<file path="src/rtl/load_store_unit_if.sv">
// Signal bundle between the core, load_store_unit and the word-wide data memory.
// slave = the LSU's view, master = the environment (core + memory) view.
interface load_store_unit_if;
  logic        req_valid;
  logic        req_we;
  logic [2:0]  req_size;
  logic [31:0] req_addr;
  logic [31:0] req_wdata;
  logic        req_ready;
  logic        resp_valid;
  logic [31:0] resp_rdata;
  logic        resp_err;
  logic        mem_req;
  logic        mem_we;
  logic [3:0]  mem_be;
  logic [31:0] mem_addr;
  logic [31:0] mem_wdata;
  logic [31:0] mem_rdata;
  logic        mem_ack;

  modport slave (
    input  req_valid, req_we, req_size, req_addr, req_wdata, mem_rdata, mem_ack,
    output req_ready, resp_valid, resp_rdata, resp_err,
           mem_req, mem_we, mem_be, mem_addr, mem_wdata
  );

  modport master (
    output req_valid, req_we, req_size, req_addr, req_wdata, mem_rdata, mem_ack,
    input  req_ready, resp_valid, resp_rdata, resp_err,
           mem_req, mem_we, mem_be, mem_addr, mem_wdata
  );
endinterface

</file>
<file path="src/rtl/load_store_unit.sv">
// Load/store unit: byte/half/word core accesses onto a 32-bit word memory port.
// Define LSU_MISALIGNED_EN to split word-crossing accesses into two memory accesses.
//
// state | meaning
// IDLE  | ready for a request
// ACC0  | first (or only) memory word access in flight
// ACC1  | second word of a split access in flight
// DONE  | response cycle (error responses wait one cycle here first)
module load_store_unit (
  input logic              clk,
  input logic              rst_n,
  load_store_unit_if.slave lsu_bus
);
  typedef enum logic [1:0] {IDLE, ACC0, ACC1, DONE} state_t;

  state_t      state_q;
  logic        req_ready_q;
  logic        resp_valid_q;
  logic        resp_err_q;
  logic [31:0] resp_rdata_q;
  logic        mem_req_q;
  logic        mem_we_q;
  logic [3:0]  mem_be_q;
  logic [31:0] mem_addr_q;
  logic [31:0] mem_wdata_q;
  logic [2:0]  size_q;
  logic [1:0]  off_q;

  function automatic logic [2:0] width_f(input logic [2:0] size);
    case (size)
      3'd0, 3'd4: width_f = 3'd1;
      3'd1, 3'd5: width_f = 3'd2;
      default:    width_f = 3'd4;
    endcase
  endfunction

  function automatic logic [3:0] be_f(input logic [2:0] size, input logic [1:0] off,
                                      input logic upper);
    logic [6:0] lanes;
    case (width_f(size))
      3'd1:    lanes = 7'h01;
      3'd2:    lanes = 7'h03;
      default: lanes = 7'h0F;
    endcase
    lanes = lanes << off;
    be_f = upper ? {1'b0, lanes[6:4]} : lanes[3:0];
  endfunction

  function automatic logic [31:0] data_f(input logic [31:0] wdata, input logic [1:0] off,
                                         input logic upper);
    logic [55:0] placed;
    placed = {24'd0, wdata} << {off, 3'b000};
    data_f = upper ? {8'd0, placed[55:32]} : placed[31:0];
  endfunction

  function automatic logic [31:0] load_f(input logic [63:0] words, input logic [1:0] off,
                                         input logic [2:0] size);
    logic [31:0] sh;
    sh = 32'(words >> {off, 3'b000});
    case (size)
      3'd0:    load_f = {{24{sh[7]}}, sh[7:0]};
      3'd1:    load_f = {{16{sh[15]}}, sh[15:0]};
      3'd4:    load_f = {24'd0, sh[7:0]};
      3'd5:    load_f = {16'd0, sh[15:0]};
      default: load_f = sh;
    endcase
  endfunction

  logic [1:0]  in_off;
  logic [2:0]  in_size;
  logic [2:0]  in_width;
  logic        in_bad;
  logic [63:0] rd_words;
  logic [31:0] ld_val;

  assign in_off   = lsu_bus.req_addr[1:0];
  // Stores have no extension, so LBU/LHU stores collapse onto SB/SH.
  assign in_size  = (lsu_bus.req_we && (lsu_bus.req_size == 3'd4 || lsu_bus.req_size == 3'd5))
                    ? {1'b0, lsu_bus.req_size[1:0]} : lsu_bus.req_size;
  assign in_width = width_f(in_size);

`ifdef LSU_MISALIGNED_EN
  logic        split_q;
  logic [31:0] wdata_q;
  logic [31:0] word0_q;
  logic        in_split;

  assign in_split = ({1'b0, in_off} + in_width) > 3'd4;
  assign in_bad   = (lsu_bus.req_size == 3'd3) || (lsu_bus.req_size == 3'd6) ||
                    (lsu_bus.req_size == 3'd7);
  assign rd_words = (state_q == ACC1) ? {lsu_bus.mem_rdata, word0_q}
                                      : {32'd0, lsu_bus.mem_rdata};
`else
  assign in_bad   = (lsu_bus.req_size == 3'd3) || (lsu_bus.req_size == 3'd6) ||
                    (lsu_bus.req_size == 3'd7) ||
                    (in_width == 3'd2 && in_off[0]) || (in_width == 3'd4 && in_off != 2'd0);
  assign rd_words = {32'd0, lsu_bus.mem_rdata};
`endif

  assign ld_val = load_f(rd_words, off_q, size_q);

  always_ff @(posedge clk or negedge rst_n) begin
    if (!rst_n) begin
      state_q      <= IDLE;
      req_ready_q  <= 1'b1;
      resp_valid_q <= 1'b0;
      resp_err_q   <= 1'b0;
      resp_rdata_q <= 32'd0;
      mem_req_q    <= 1'b0;
      mem_we_q     <= 1'b0;
      mem_be_q     <= 4'd0;
      mem_addr_q   <= 32'd0;
      mem_wdata_q  <= 32'd0;
      size_q       <= 3'd0;
      off_q        <= 2'd0;
`ifdef LSU_MISALIGNED_EN
      split_q      <= 1'b0;
      wdata_q      <= 32'd0;
      word0_q      <= 32'd0;
`endif
    end else begin
      case (state_q)
        IDLE: begin
          if (lsu_bus.req_valid && req_ready_q) begin
            req_ready_q <= 1'b0;
            size_q      <= in_size;
            off_q       <= in_off;
            if (in_bad) begin
              resp_err_q <= 1'b1;
              state_q    <= DONE;
            end else begin
              mem_req_q   <= 1'b1;
              mem_we_q    <= lsu_bus.req_we;
              mem_addr_q  <= {lsu_bus.req_addr[31:2], 2'b00};
              mem_be_q    <= be_f(in_size, in_off, 1'b0);
              mem_wdata_q <= lsu_bus.req_we ? data_f(lsu_bus.req_wdata, in_off, 1'b0) : 32'd0;
`ifdef LSU_MISALIGNED_EN
              split_q     <= in_split;
              wdata_q     <= lsu_bus.req_wdata;
`endif
              state_q     <= ACC0;
            end
          end
        end
`ifdef LSU_MISALIGNED_EN
        ACC0, ACC1: begin
          if (lsu_bus.mem_ack && state_q == ACC0 && split_q) begin
            word0_q     <= lsu_bus.mem_rdata;
            mem_addr_q  <= mem_addr_q + 32'd4;
            mem_be_q    <= be_f(size_q, off_q, 1'b1);
            mem_wdata_q <= mem_we_q ? data_f(wdata_q, off_q, 1'b1) : 32'd0;
            state_q     <= ACC1;
          end else if (lsu_bus.mem_ack) begin
`else
        ACC0: begin
          if (lsu_bus.mem_ack) begin
`endif
            resp_rdata_q <= mem_we_q ? 32'd0 : ld_val;
            resp_valid_q <= 1'b1;
            mem_req_q    <= 1'b0;
            mem_we_q     <= 1'b0;
            mem_be_q     <= 4'd0;
            mem_addr_q   <= 32'd0;
            mem_wdata_q  <= 32'd0;
            state_q      <= DONE;
          end
        end
        DONE: begin
          // Error responses arrive with resp_valid low and pulse it one cycle later.
          if (resp_valid_q) begin
            resp_valid_q <= 1'b0;
            resp_err_q   <= 1'b0;
            resp_rdata_q <= 32'd0;
            req_ready_q  <= 1'b1;
            state_q      <= IDLE;
          end else begin
            resp_valid_q <= 1'b1;
          end
        end
        default: state_q <= IDLE;
      endcase
    end
  end

  assign lsu_bus.req_ready  = req_ready_q;
  assign lsu_bus.resp_valid = resp_valid_q;
  assign lsu_bus.resp_rdata = resp_rdata_q;
  assign lsu_bus.resp_err   = resp_err_q;
  assign lsu_bus.mem_req    = mem_req_q;
  assign lsu_bus.mem_we     = mem_we_q;
  assign lsu_bus.mem_be     = mem_be_q;
  assign lsu_bus.mem_addr   = mem_addr_q;
  assign lsu_bus.mem_wdata  = mem_wdata_q;
endmodule

</file>
<file path="src/flat_wrapper.sv">
// flat-port wrapper written by rule: the top's interface ports become plain ports
module load_store_unit_flat 
  (clk, rst_n, lsu_bus_req_valid, lsu_bus_req_we, lsu_bus_req_size, lsu_bus_req_addr, lsu_bus_req_wdata, lsu_bus_mem_rdata, lsu_bus_mem_ack, lsu_bus_req_ready, lsu_bus_resp_valid, lsu_bus_resp_rdata, lsu_bus_resp_err, lsu_bus_mem_req, lsu_bus_mem_we, lsu_bus_mem_be, lsu_bus_mem_addr, lsu_bus_mem_wdata);
  load_store_unit_if lsu_bus_i ();
  input logic clk;
  input logic rst_n;
  input wire logic [$bits(lsu_bus_i.req_valid)-1:0] lsu_bus_req_valid;
  input wire logic [$bits(lsu_bus_i.req_we)-1:0] lsu_bus_req_we;
  input wire logic [$bits(lsu_bus_i.req_size)-1:0] lsu_bus_req_size;
  input wire logic [$bits(lsu_bus_i.req_addr)-1:0] lsu_bus_req_addr;
  input wire logic [$bits(lsu_bus_i.req_wdata)-1:0] lsu_bus_req_wdata;
  input wire logic [$bits(lsu_bus_i.mem_rdata)-1:0] lsu_bus_mem_rdata;
  input wire logic [$bits(lsu_bus_i.mem_ack)-1:0] lsu_bus_mem_ack;
  output wire logic [$bits(lsu_bus_i.req_ready)-1:0] lsu_bus_req_ready;
  output wire logic [$bits(lsu_bus_i.resp_valid)-1:0] lsu_bus_resp_valid;
  output wire logic [$bits(lsu_bus_i.resp_rdata)-1:0] lsu_bus_resp_rdata;
  output wire logic [$bits(lsu_bus_i.resp_err)-1:0] lsu_bus_resp_err;
  output wire logic [$bits(lsu_bus_i.mem_req)-1:0] lsu_bus_mem_req;
  output wire logic [$bits(lsu_bus_i.mem_we)-1:0] lsu_bus_mem_we;
  output wire logic [$bits(lsu_bus_i.mem_be)-1:0] lsu_bus_mem_be;
  output wire logic [$bits(lsu_bus_i.mem_addr)-1:0] lsu_bus_mem_addr;
  output wire logic [$bits(lsu_bus_i.mem_wdata)-1:0] lsu_bus_mem_wdata;
  assign lsu_bus_i.req_valid = lsu_bus_req_valid;
  assign lsu_bus_i.req_we = lsu_bus_req_we;
  assign lsu_bus_i.req_size = lsu_bus_req_size;
  assign lsu_bus_i.req_addr = lsu_bus_req_addr;
  assign lsu_bus_i.req_wdata = lsu_bus_req_wdata;
  assign lsu_bus_i.mem_rdata = lsu_bus_mem_rdata;
  assign lsu_bus_i.mem_ack = lsu_bus_mem_ack;
  assign lsu_bus_req_ready = lsu_bus_i.req_ready;
  assign lsu_bus_resp_valid = lsu_bus_i.resp_valid;
  assign lsu_bus_resp_rdata = lsu_bus_i.resp_rdata;
  assign lsu_bus_resp_err = lsu_bus_i.resp_err;
  assign lsu_bus_mem_req = lsu_bus_i.mem_req;
  assign lsu_bus_mem_we = lsu_bus_i.mem_we;
  assign lsu_bus_mem_be = lsu_bus_i.mem_be;
  assign lsu_bus_mem_addr = lsu_bus_i.mem_addr;
  assign lsu_bus_mem_wdata = lsu_bus_i.mem_wdata;
  load_store_unit u_core (.clk(clk), .rst_n(rst_n), .lsu_bus(lsu_bus_i));
endmodule
</file>
<file path="config.mk">
export PLATFORM = sky130hd
export DESIGN_NAME = load_store_unit_flat
export DESIGN_NICKNAME = d
export VERILOG_FILES = /design/src/rtl/load_store_unit_if.sv /design/src/rtl/load_store_unit.sv /design/src/flat_wrapper.sv
export SDC_FILE = /design/constraint.sdc
export NUM_CORES = 1
export LEC_CHECK = 0
export BUFFER_PORTS_ARGS = -buffer_cell sky130_fd_sc_hd__buf_4
export CORE_AREA = 2 2 81 160
export CTS_CLUSTER_DIAMETER = 100
export DETAILED_ROUTE_END_ITERATION = 12
export DIE_AREA = 0 0 83 162
export GPL_TIMING_DRIVEN = 0
export HOLD_SLACK_MARGIN = 0.05
export PLACE_DENSITY = 0.74
export SYNTH_ARGS = -nofsm -noshare
export SYNTH_HDL_FRONTEND = slang
export SYNTH_SLANG_ARGS = --single-unit
</file>
<file path="constraint.sdc">
create_clock -name clk -period 1.73 [get_ports clk]
set_input_delay 0.519 -clock clk [delete_from_list [all_inputs] [get_ports clk]]
set_output_delay 0.519 -clock clk [all_outputs]
set_load 0.005 [all_outputs]
</file>
==> run metrics, run 1 <==
Final Setup Violations 1; count of cell types in the netlist 43; share of cells above drive strength 1 between 40% and 50%; RSZ-0062 raised after global routing yes; Worst-Margin Slew 541.7 ps; n_diodes 0; CTS sink count 110; sequential cell area fraction in the yosys report 52.37%; Vias/cell ~5.6; slowest cell on the critical path mux4_2; share of flip-flops with an asynchronous set or reset 100.0%; filler cell count 1,053; startpoint types register; GRT overflow 0; syn_area_per_cell 10.58 sq um; Synth Flop Type dfrtp_1; Worst path depth 4; pre-CTS setup slack -462.3 ps; crit path buf inv count 1; Power Internal around 6.3 mW; Cell Area, Synth 5259 sq um; crit path time final 1742 ps; total track usage 25.30%; clock-pin slew on the worst setup and hold paths 80 ps; fmax 574.2 MHz; register bit count reported by yosys 110; Core Rows 57; 1st-iter DRT viols 189; top sig layer met4; final setup margin -11.56 ps; CTS Root Buffer Type clkbuf_16; reg2reg end u_core.lsu_bus.resp_rdata[24]; initial core utilization 43.12%; Leak 3.939 nW; routed length on met3 831 um; DR DRC count 0; Post-DP Area 7008 sq um; Peak VDD IR 0.7764 mV; WL met2 9.640 mm; Final Slew Violations 0; routed vias 4,959; antenna violations before repair 0; number of max-cap violations 0; I/O Pins 209; Layout Cells excl Fill 885; Die Area roughly 13,000 sq um; Warnings, synthesis 0; Max clock buf depth 2; worst skew pair latency 350 ps; power after layout 9.586 mW; CP peak stage delay 550 ps; Setup crit start u_core.off_q[1]; Seq pwr share 36.7%; total area of sequential cells around 2800 sq um; Final Core Density between 60 and 70%; reg2reg setup slack -10 ps; pin count of the biggest net entering global routing 111; M1 WL 5.845 mm; proportion of power drawn by the clock network 21.9%; CTS buffer count 9; htree depth 3; die height 162 um; CP Cell Sequence mux4_2, o211a_4, buf_6, a221o_1; Synth Instances 497; P_sw 3.303 mW; final net count 838; Final Hold Vio Count 0; Combinational Power Share 41.4%; multi-input logic area between 2000 and 2500 sq um; DR pass1 iterations 4; hpwl dp 13.08 mm; Top delay family on crit path compound AO/OA/AOI/OAI gates; drt wl/cell 19.64 um; endpoint class of the critical path register; global-route wire length before repair 26.80 mm; PwrDens roughly 1300 nW/um^2; final RePlAce weighted congestion 0.9147; failing checks negative setup slack; reg2reg path depth 4; vias in the first global route 5,252; # port buffers 206; reg2reg start u_core.off_q[1]; final setup skew approximately 8.5 ps; Tcrit/Tclk final 100.7%; Post-synth EDFFs 0; status finished, violations left; WS Path Type register to register; Worst Path Max Fanout 5; Max-Slew Margin vs Limit 63.89%; WL final 17.38 mm; CP endpoint u_core.lsu_bus.resp_rdata[24]; core box area about 12,000 sq um; die width around 83 um; CTS tree done; path type of the worst min-delay path input pin to register; Data arrival, critical path around 2000 ps; placed instance count roughly 850; Post-DRT Antenna Nets 0; sw frac 34.46%; hold path depth 3; post-route cell area 7582 sq um; CP required between 1500 and 2000 ps; synth-to-layout area growth 44.18%
## synth_stat cells (all sizes together) (2+ instances only)
cell type / number / area [sq um]
dfrtp: 109 / 2728
nand2: 98 / 367.9
nand3: 35 / 175.2
o21ai: 34 / 173.9
mux2i: 33 / 330.3
buf: 29 / 182.7
a22o: 24 / 210.2
a221o: 16 / 160.2
clkbuf: 15 / 56.30
a21oi: 14 / 70.07
mux2: 13 / 146.4
nand3b: 10 / 75.07
nor2b: 10 / 62.56
a211o: 8 / 70.07
a32o: 8 / 80.08
o2bb2ai: 8 / 70.07
nor2: 5 / 18.77
nand2b: 3 / 18.77
o31ai: 3 / 22.52
and2: 2 / 12.51
nor3: 2 / 10.01
nor3b: 2 / 31.28
nor4b: 2 / 32.53
o21a: 2 / 16.27
## routing by layer
metal  up-vias  track usage (%)
met2       217            46.08
met3        68            4.624
li1       2267                -
met5         -                0
met4         0            17.21
met1      2407            25.82
## cell families (layout without fill, tap and decap cells)
group / Yosys count / in the layout / share of synthesized area [%]
mux: 47 / 47 / 9.493
other cells: 1 / 2 / 0.07131
flops: 110 / 110 / 52.37
compound gates: 121 / 121 / 17.35
buf+inv: 45 / 285 / 4.616
simple gates: 173 / 173 / 16.11
## cell type report
cell class / instances / area share [%]
tap: 147 / 2.426
inverter: 1 / 0.04950
clock buffer: 9 / 2.970
multi-input combinational: 343 / 30.46
timing repair buffer: 228 / 23.27
buffer: 41 / 3.581
clock inverter: 6 / 0.9241
sequential: 110 / 36.32
## repair_timing
action / in CTS / in global routing
hold buffers: 0 / 1
cloned: 0 / 3
pin swaps: 5 / 6
gates resized for setup: 11 / 38
setup buffers: 14 / 3
hold endpoints to repair: 0 / 14
endpoints found under the setup margin: 73 / 86
## state kept, by name (all words and copies together) (netlist names)
name / flops
u_core.lsu_bus.mem_addr: 30
u_core.lsu_bus.mem_be: 4
u_core.lsu_bus.mem_req: 1
u_core.lsu_bus.mem_wdata: 32
u_core.lsu_bus.mem_we: 1
u_core.lsu_bus.req_ready: 1
u_core.lsu_bus.resp_err: 1
u_core.lsu_bus.resp_rdata: 32
u_core.lsu_bus.resp_valid: 1
u_core.off_q: 2
u_core.size_q: 3
u_core.state_q: 2
## layout by cell type (no fill, tap or decap), drive strengths merged
cell type,n
buf,248
dfrtp,109
nand2,98
nand3,35
o21ai,34
mux2i,33
clkbuf,29
a22o,24
a221o,16
a21oi,14
mux2,13
nand3b,10
nor2b,10
o2bb2ai,8
a211o,8
a32o,8
nor2,5
nand2b,3
o31ai,3
inv,3
clkinv,3
and2,2
nor3b,2
nor3,2
conb,2
o21a,2
nor4b,2
nor4,1
and4bb,1
nand4bb,1
mux4,1
o211ai,1
o211a,1
a21o,1
or2,1
a31oi,1
bufinv,1
dlygate4sd3,1
dfstp,1
## worst min path at each step
stage                                start                     endpoint  slack, ps
floorplan                            rst_n  u_core.lsu_bus.mem_addr[10]        220
global placement    u_core.lsu_bus.mem_req       u_core.lsu_bus.mem_req        460
detailed placement  u_core.lsu_bus.mem_req       u_core.lsu_bus.mem_req        470
CTS                   lsu_bus_req_addr[23]  u_core.lsu_bus.mem_addr[23]        340
global route          lsu_bus_req_addr[16]  u_core.lsu_bus.mem_addr[16]        360
finish                lsu_bus_req_addr[23]  u_core.lsu_bus.mem_addr[23]        360
## power by group through the flow
| stage | Combinational (mW) | Sequential (mW) | Clock (mW) |
|---|---|---|---|
| 2_1_floorplan | 2.04 | 3.52 | 0 |
| 3_3_place_gp | 3.60 | 3.53 | 0 |
| 3_5_place_dp | 3.70 | 3.56 | 0 |
| 4_1_cts | 3.90 | 3.51 | 2.15 |
| 5_1_grt | 4.29 | 3.59 | 2.24 |
| 6_report | 3.97 | 3.52 | 2.10 |
## through the flow
step / TNS (ps) / hold WS (ps)
2_1_floorplan: -333.0 / 223.4
3_3_place_gp: -21210 / 464.6
3_5_place_dp: -32440 / 465.3
4_1_cts: -315.0 / 344.1
5_1_grt: -348.2 / 355.3
6_report: -11.56 / 356.9
## worst min-delay path, cell delays in order
cell and delay [ps]:
buf_4 80, nand2_1 40, nand2_1 40
No activity file was read; power rests on OpenSTA's default activity.
==> inputs of run 2 (changes only) <==
--- a/config.mk
+++ b/config.mk
@@ -6,10 +6,10 @@
 export NUM_CORES = 1
 export LEC_CHECK = 0
 export BUFFER_PORTS_ARGS = -buffer_cell sky130_fd_sc_hd__buf_4
-export CORE_AREA = 2 2 81 160
+export CORE_AREA = 2 2 130 100
 export CTS_CLUSTER_DIAMETER = 100
 export DETAILED_ROUTE_END_ITERATION = 12
-export DIE_AREA = 0 0 83 162
+export DIE_AREA = 0 0 132 102
 export GPL_TIMING_DRIVEN = 0
 export HOLD_SLACK_MARGIN = 0.05
 export PLACE_DENSITY = 0.74
==> run 2 against run 1 <==
Effect of this change:
- the run now ends clean
- maximum frequency up 1.4%
- cell count up 1.8%
- design area about the same
- setup slack better by 23 ps
- critical endpoint is now u_core.lsu_bus.resp_rdata[20]
==> run metrics, run 2 (synthesized netlist as in run 1, its figures left out) <==
clock-pin slew on the worst setup and hold paths roughly 80 ps; filler cell count 1,000; share of cells above drive strength 1 40.41%; Post-DRT Antenna Nets 0; total area of sequential cells 2754 sq um; Top delay family on crit path compound AO/OA/AOI/OAI gates; Core Rows 35; die width around 130 um; path type of the worst min-delay path input pin to asynchronous set/reset pin; htree depth 3; Worst-Margin Slew 526.4 ps; Worst Path Max Fanout 6; WL final approximately 17 mm; Hold Buf Count CTS 0; DR DRC count 0; status completed; hpwl dp 12.60 mm; Max-Slew Margin vs Limit between 60% and 70%; # port buffers 206; antenna violations before repair 0; total track usage between 20% and 30%; synth-to-layout area growth 44.21%; DR pass1 iterations 5; drt wl/cell 18.75 um; CTS sink count 110; startpoint types register; vias in the first global route 4,903; endpoint class of the critical path register; pin count of the biggest net entering global routing 111; core box area 12,130 sq um; I/O Pins 209; crit path time final 1718 ps; reg2reg setup slack 10 ps; reg2reg end u_core.lsu_bus.resp_rdata[20]; PwrDens 1254 nW/um^2; reg2reg path depth 4; Final Slew Violations 0; most frequent cells in the layout buf_4 (220), dfrtp_1 (109), nand2_1 (98), nand3_1 (35); power after layout 9.506 mW; final setup skew 9.367 ps; final net count around 830; Data arrival, critical path 1940 ps; CTS tree done; WS Path Type register to register; GRT overflow 0; Peak VDD IR 0.6013 mV; Setup crit start u_core.off_q[1]; 1st-iter DRT viols about 370; routed vias 4,929; Leak 3.931 nW; reg2reg start u_core.off_q[1]; final RePlAce weighted congestion between 0.9 and 1; Max clock buf depth 2; CP peak stage delay 530 ps; RSZ-0062 raised after global routing yes; worst skew pair latency roughly 350 ps; slowest cell on the critical path mux4_2; final setup TNS 0 ps; CP required 1950 ps; Vias/cell 5.471; commonest non-fill, non-tap cell in the layout buf_4; crit path buf inv count 1; number of max-cap violations 0; fmax 582.0 MHz; placed instance count just under 900; Tcrit/Tclk final around 100%; Final Setup Violations 0; Final Hold Vio Count 0; global-route wire length before repair ~26 mm; CP Cell Sequence mux4_2, o211a_4, buf_12, a221o_1; n_diodes 0; CTS Root Buffer Type clkbuf_16; Die Area ~13,000 sq um; Layout Cells excl Fill 901; initial core utilization 43.35%; die height 102 um; multi-input logic area between 2000 and 2500 sq um; CTS buffer count 9
## run 2: cell types whose count changed in the layout (fill, tap and decap cells not counted), moves of 2 or more
cell,previous run,this run
buf_4,227,220
buf_6,11,7
buf_2,6,9
buf_12,0,2
buf_8,1,3
o21ai_0,31,33
o21ai_1,2,0
## run 2: worst register-to-register path, cell delays in order, from the launching register on
cell and delay (ps):
dfrtp_1 370, mux4_2 530, o211a_4 280, buf_12 140, a221o_1 280
## run 2: worst max-delay path by stage
stage	cells past startpoint	slack, ps	end
2_1_floorplan	4	-30	u_core.lsu_bus.resp_rdata[23]
3_3_place_gp	5	-330	u_core.lsu_bus.mem_wdata[14]
3_5_place_dp	5	-390	u_core.lsu_bus.mem_wdata[15]
4_1_cts	5	-40	u_core.lsu_bus.resp_rdata[20]
5_1_grt	4	-40	u_core.lsu_bus.resp_rdata[29]
6_report	4	10	u_core.lsu_bus.resp_rdata[20]
## run 2: final cells by class
cell class                      instances  area share, %
Clock buffer                           10          3.019
Inverter                                1        0.04950
Clock inverter                          6         0.6765
Timing Repair Buffer                  225          23.40
Sequential cell                       110          36.31
Buffer                                 40          3.481
Multi-Input combinational cell        343          30.33
Tap cell                              166          2.739
## run 2: per-stage QoR
step / cell area [sq um] / setup WS, ps / hold WS [ps] / util (%)
2_1_floorplan: 5278 / -29.94 / 223.4 / -
3_3_place_gp: 7032 / -328.2 / 466.6 / 57.97
3_5_place_dp: 7032 / -386.0 / 472.8 / 57.97
4_1_cts: 7415 / -40.82 / 339.4 / 61.12
5_1_grt: 7584 / -40.56 / 57.44 / 62.52
6_report: 7584 / 11.90 / 43.47 / 62.52
## run 2: metal layers
metal	wire length, um	global-route usage (%)
met5	0	0
met1	7261	33.71
met4	403	7.525
met2	7848	39.46
met3	1383	6.647
## run 2: where the power goes
group / switching (mW) / total (mW) / internal, mW
Combinational: 1.95 / 3.99 / 2.05
Sequential: 0.400 / 3.54 / 3.14
Clock: 0.970 / 1.97 / 1.00
Total: 3.32 / 9.51 / 6.19
## run 2: timing repair
action                     in CTS  in global routing
pin swaps                       4                 15
resized for setup               9                 31
cloned                          1                  2
setup endpoints to repair      73                 95
buffers inserted                8                  7
